### config.mk
export PLATFORM = sky130hd
export DESIGN_NAME = mem_port_arbiter
export DESIGN_NICKNAME = d
export VERILOG_FILES = /design/src/rtl/mem_arb_pkg.sv /design/src/rtl/mem_arb_pick.sv /design/src/rtl/mem_port_arbiter.sv
export SDC_FILE = /design/constraint.sdc
export NUM_CORES = 1
export LEC_CHECK = 0
export ABC_CLOCK_PERIOD_IN_PS = 3300
export BUFFER_PORTS_ARGS = -buffer_cell sky130_fd_sc_hd__buf_4
export CAP_MARGIN = 5
export CORE_MARGIN = 4
export CORE_UTILIZATION = 41
export CTS_BUF_LIST = sky130_fd_sc_hd__clkbuf_16
export DETAILED_ROUTE_END_ITERATION = 10
export HOLD_SLACK_MARGIN = 0.1
export PLACE_DENSITY = 0.76
export SKIP_CTS_REPAIR_TIMING = 1
export SYNTH_ARGS = -nofsm -noshare
export SYNTH_HDL_FRONTEND = slang
export SYNTH_SLANG_ARGS = --single-unit
### constraint.sdc
create_clock -name clock -period 3.3 [get_ports clock]
set_clock_uncertainty 0.2 [all_clocks]
set_input_delay 0.99 -clock clock [delete_from_list [all_inputs] [get_ports clock]]
set_output_delay 0.99 -clock clock [all_outputs]
set_load 0.02 [all_outputs]
### src/rtl/mem_arb_pkg.sv
// Shared types and constants for the Memoria port arbiter.
// Optional round-robin arbitration is selected with MEM_ARB_RR_EN.
package mem_arb_pkg;

   typedef enum logic [1:0] {
      ARB_IDLE   = 2'd0,
      ARB_ACCESS = 2'd1,
      ARB_DONE   = 2'd2
   } arb_state_t;

   localparam int PORT_FETCH = 0;
   localparam int PORT_DATA  = 1;

   localparam logic [1:0] ALIGN_MASK = 2'b11;

   // Word accesses must have both byte-offset bits clear.
   function automatic logic is_misaligned(input logic [31:0] a);
      return (a[1:0] & ALIGN_MASK) != 2'b00;
   endfunction

endpackage

### src/rtl/mem_arb_pick.sv
// Combinational winner selection between fetch and data requesters.
// MEM_ARB_RR_EN defined: round-robin on contention; otherwise data beats fetch.
module mem_arb_pick
   import mem_arb_pkg::*;
(
   input  logic [1:0] req,
   input  logic       last_gnt,
   output logic [1:0] pick
);

`ifdef MEM_ARB_RR_EN
   // On contention, favour whichever port was not granted last time.
   always_comb begin
      pick = req;
      if (&req) begin
         pick = 2'b00;
         if (last_gnt) pick[PORT_FETCH] = 1'b1;
         else          pick[PORT_DATA]  = 1'b1;
      end
   end
`else
   logic w_unused_last;
   assign w_unused_last = last_gnt;

   always_comb begin
      pick = 2'b00;
      if (req[PORT_DATA])       pick[PORT_DATA]  = 1'b1;
      else if (req[PORT_FETCH]) pick[PORT_FETCH] = 1'b1;
   end
`endif

endmodule

### src/rtl/mem_port_arbiter.sv
// Serialises fetch/data accesses onto the single-port Memoria instance.
// Build option MEM_ARB_RR_EN enables round-robin arbitration (fixed priority otherwise).
module mem_port_arbiter
   import mem_arb_pkg::*;
#(
   parameter int unsigned WAIT_STATES = 2
)(
   input  logic        clock,
   input  logic        reset_l,
   input  logic [1:0]  req,
   input  logic [1:0]  we,
   input  logic [31:0] addr0,
   input  logic [31:0] addr1,
   input  logic [31:0] wdata0,
   input  logic [31:0] wdata1,
   input  logic [31:0] mem_rdata,
   output logic [31:0] mem_addr,
   output logic        mem_wr,
   output logic [31:0] mem_wdata,
   output logic [1:0]  gnt,
   output logic [1:0]  done,
   output logic [1:0]  err,
   output logic [31:0] rdata,
   output logic        busy
);

   arb_state_t  r_state;
   arb_state_t  w_state_next;
   logic [3:0]  r_wcnt;
   logic [1:0]  r_gnt;
   logic        r_err;
   logic        r_mem_wr;
   logic [31:0] r_mem_addr;
   logic [31:0] r_mem_wdata;
   logic [31:0] r_rdata;

   logic [1:0]  w_pick;
   logic        w_last_gnt;
   logic        w_sel_data;
   logic [31:0] w_addr;
   logic [31:0] w_wdata;
   logic        w_we;
   logic        w_misalign;
   logic        w_grant;

   mem_arb_pick u_pick (
      .req      (req),
      .last_gnt (w_last_gnt),
      .pick     (w_pick)
   );

   assign w_sel_data = w_pick[PORT_DATA];
   assign w_addr     = w_sel_data ? addr1  : addr0;
   assign w_wdata    = w_sel_data ? wdata1 : wdata0;
   assign w_we       = w_sel_data ? we[PORT_DATA] : we[PORT_FETCH];
   assign w_misalign = is_misaligned(w_addr);
   assign w_grant    = (r_state == ARB_IDLE) && (|req);

`ifdef MEM_ARB_RR_EN
   logic r_last_gnt;

   // Misaligned grants count too, so a faulting port cannot starve the other.
   always_ff @(posedge clock or negedge reset_l) begin
      if (!reset_l)     r_last_gnt <= 1'b0;
      else if (w_grant) r_last_gnt <= w_sel_data;
   end

   assign w_last_gnt = r_last_gnt;
`else
   assign w_last_gnt = 1'b0;
`endif

   always_ff @(posedge clock or negedge reset_l) begin
      if (!reset_l) r_state <= ARB_IDLE;
      else          r_state <= w_state_next;
   end

   always_comb begin
      w_state_next = r_state;
      case (r_state)
         ARB_IDLE: begin
            if (|req) w_state_next = w_misalign ? ARB_DONE : ARB_ACCESS;
         end
         ARB_ACCESS: begin
            if (r_wcnt == 4'd0) w_state_next = ARB_DONE;
         end
         ARB_DONE: w_state_next = ARB_IDLE;
         default:  w_state_next = ARB_IDLE;
      endcase
   end

   always_ff @(posedge clock or negedge reset_l) begin
      if (!reset_l) begin
         r_wcnt      <= 4'd0;
         r_gnt       <= 2'b00;
         r_err       <= 1'b0;
         r_mem_wr    <= 1'b0;
         r_mem_addr  <= 32'd0;
         r_mem_wdata <= 32'd0;
         r_rdata     <= 32'd0;
      end else begin
         case (r_state)
            ARB_IDLE: begin
               if (|req) begin
                  r_gnt <= w_pick;
                  r_err <= w_misalign;
                  // A misaligned access never reaches the memory pins.
                  if (!w_misalign) begin
                     r_mem_addr  <= w_addr;
                     r_mem_wdata <= w_wdata;
                     r_mem_wr    <= w_we;
                     r_wcnt      <= 4'(WAIT_STATES);
                  end
               end
            end
            ARB_ACCESS: begin
               r_mem_wr <= 1'b0;
               if (r_wcnt != 4'd0) r_wcnt  <= r_wcnt - 4'd1;
               else                r_rdata <= mem_rdata;
            end
            ARB_DONE: begin
               r_gnt <= 2'b00;
               r_err <= 1'b0;
            end
            default: ;
         endcase
      end
   end

   assign mem_addr  = r_mem_addr;
   assign mem_wr    = r_mem_wr;
   assign mem_wdata = r_mem_wdata;
   assign gnt       = r_gnt;
   assign rdata     = r_rdata;
   assign busy      = (r_state != ARB_IDLE);
   assign done      = (r_state == ARB_DONE) ? r_gnt : 2'b00;
   assign err       = ((r_state == ARB_DONE) && r_err) ? r_gnt : 2'b00;

endmodule

==> impl_metrics.tcl <==
set metrics [dict create \
    max_clock_freq_mhz 355 \
    postRouteWirelength_mm 13.0 \
    clock_insertion_delay_worst_skew_ps 330 \
    tightest_slew_ps 758 \
    n_antenna_cell 0 \
    netlist_area_sq_um 4690 \
    worst_setup_timing_slack_at_the_placement_stage_ps 401 \
    layout.cells.non_filler 810 \
    synth.yosys.seq_area_share_pct 56.6 \
    critical_path_class "reg2out" \
    detail_route.iter0.violations 122 \
    setup_slack_ps 484 \
    cts_inserted_buffers 9 \
    power.ir.vdd_worst_mv 0.486 \
    worst-path-max-fanout 9 \
    final_layout_size_suffix_gt1_share_pct 49.4 \
    area_share_of_the_largest_cell_type_after_synthesis_pct 56.6 \
    run_status "completed" \
    totalPowerFinal_uw 6130 \
    final-max-slew-violation-count 0 \
    globalRoute.totalOverflow 0 \
    syn-num-nets 569 \
    finalCriticalPeriod_ps 2820 \
    power-per-cell-area_nw_per_um2 864 \
    vias 3976 \
    core_area_sq_um 11000 \
    first_global_vias 4205 \
    drtPass1Iterations 6 \
    top_level_ports 270 \
    rsz0062_at_grt "false" \
    synth_cell_types 31 \
    dp_cells 794 \
    layout-area-overhead-vs-synth_pct 51.3 \
    tritoncts "built" \
    critPathLaunchType "flop" \
    mux_cell_area_share_after_synthesis_pct 22.0 \
    combinational_family_with_the_most_area_after_synthesis "multiplexers" \
    synth.ff_latch_count 106 \
    antenna_found_initial 0 \
    hold_class "in2async" \
    synth-main-ff-cell "dfrtp_1" \
    yosys.area.top_type "dfrtp_1" \
    clockBufferDepth 2 \
    synth_top_cells_by_area "dfrtp_1 (57%), mux2i_1 (14%), mux2_2 (7.7%), o21ai_0 (7.0%), nand2_1 (5.3%)" \
    finalNetCount 832 \
    yosys.area_share.simple_pct 8.59 \
    synth_edf_count 0 \
    place.gp.congestion 0.818 \
    fin_hold_ws_ps 241 \
    fp.dieH_um 115 \
    slew_headroom_pct 49.4 \
    cts-htree-levels 3 \
    clock-sinks 106 \
    synthesis.yosys.warnings 0 \
    floorplan.initialDensity_pct 42.5 \
    postRouteAntennaNets 0 \
    grt_pass1_wl_mm 20.6 \
    syn_inst 402 \
    detailed_place_hpwl_mm 10.4 \
    share_of_the_synthesized_netlist_area_taken_by_xor_and_xnor_gates_pct 0.374 \
    synth_fa_ha_area_share_pct 0.267 \
    endpoint_kind "primary output" \
    grt_max_degree 77 \
    grtUsageTotal_pct 19.5 \
    clkSlewWorstSetupHoldPaths_ps 70 \
    p_leak_uw 0.00375 \
    drt-vias-per-instance 4.91 \
    async_flop_share_pct 100 \
    post-route-period-util_pct 85.3 \
    die-area_sq_um 13200 \
    setup_tns_after_final_layout_ps 0 \
    worstPathRequired_ps 2110 \
    finalSetupViolCount 0 \
    final_hold_viol_count 0 \
    detail_route.wl_per_cell_um 16.1 \
    floorplan.rows 38 \
    synth-compound-area-share_pct 8.73 \
    max_cap_violations 0 \
    average_cell_area_after_synthesis_sq_um 11.7 \
    cts-root-buf "clkbuf_16" \
    placement.io_buffers 269 \
    route.detailed.drc 0 \
    die-width_um 115 \
    arrival_ps 1630 \
]
-- worst max-delay path, cell delays in order (launching register included) --
cell     delay, ps
dfrtp_1        500
nor2_1         470
inv_1          140
buf_4          190
-- registers in the layout (all words and copies together) (netlist names) --
register and flops:
gnt 2, mem_addr 32, mem_wdata 32, mem_wr 1
r_err 1, r_state 2, r_wcnt 4, rdata 32
-- metrics by stage --
stage / cell area [sq um] / util [%]
6_report: 7090 / 64.3
5_1_grt: 7090 / 64.3
4_1_cts: 7090 / 64.3
3_5_place_dp: 6830 / 61.9
3_3_place_gp: 6830 / 61.9
2_1_floorplan: 4690 / -
-- synth_stat cells (all sizes together) (2+ instances only) --
cell and number:
a21oi 2, and2 4, and3 2, buf 17
clkbuf 8, dfrtp 106, inv 6, mux2 34
mux2i 65, nand2 66, nand3 2, nor2 7
nor3 3, o21ai 66, xnor2 2
-- cell families after synthesis --
kind of cell,Yosys count
flip-flops,106
multiplexers,99
AND/OR/NAND/NOR,89
adder cells (fa/ha/maj),1
AO/OA/AOI/OAI,74
buffers and inverters,31
XOR/XNOR,2
-- worst paths after layout --
kind	to	from	cells past startpoint	slack [ps]
worst max-delay path	busy	r_state[0]	3	480
min in group clock	mem_wdata[10]	mem_wdata[10]	2	280
worst min register to register	mem_wdata[10]	mem_wdata[10]	2	280
worst max register to register	r_wcnt[2]	r_wcnt[0]	6	1140
worst min-delay path	rdata[23]	reset_l	1	240
max in group asynchronous	mem_wdata[6]	reset_l	2	1730
-- layout by cell type (no fill, tap or decap) --
cell / instances
a22oi_1: 1
nand3_1: 2
a2bb2oi_1: 1
clkinv_1: 1
nor3b_2: 1
nor3_1: 3
clkbuf_16: 9
a21o_2: 1
mux2i_1: 65
and2_1: 4
dfrtp_1: 106
o22a_1: 1
inv_1: 8
o221ai_4: 1
xnor2_1: 2
buf_12: 1
ha_1: 1
nand2b_4: 1
buf_4: 276
o21ai_0: 66
clkinv_4: 2
and3_2: 2
a21oi_1: 2
or2_2: 1
clkinv_2: 2
nand2_1: 66
mux2_1: 2
mux2_2: 32
a211oi_4: 1
or4_1: 1
nor2_1: 7
nor4b_4: 1
-- report_power, final --
part           leakage, uW  switching, uW  internal (uW)
Combinational      0.00229           1570           1310
Clock             0.000139            451            504
Sequential         0.00132            383           1920
-- metal layers --
layer  vias up  global-route usage (%)  share of wire (%)  wire (um)
li1       1916                       -                  -          -
met2       183                    33.8                 51       6610
met5         -                       0                  0          0
met4         0                    5.71                2.0        258
met1      1859                    23.9                 39       5050
met3        18                    5.16                8.6       1120
-- layout make-up --
cell class | count | area [sq um]
Fill cell | 908 | 3940
Clock buffer | 9 | 225
Inverter | 6 | 22.5
Timing Repair Buffer | 277 | 2090
Multi-Input combinational cell | 265 | 1890
Tap cell | 140 | 175
Clock inverter | 7 | 38.8
Sequential cell | 106 | 2650
No activity file was read; power rests on OpenSTA's default activity.
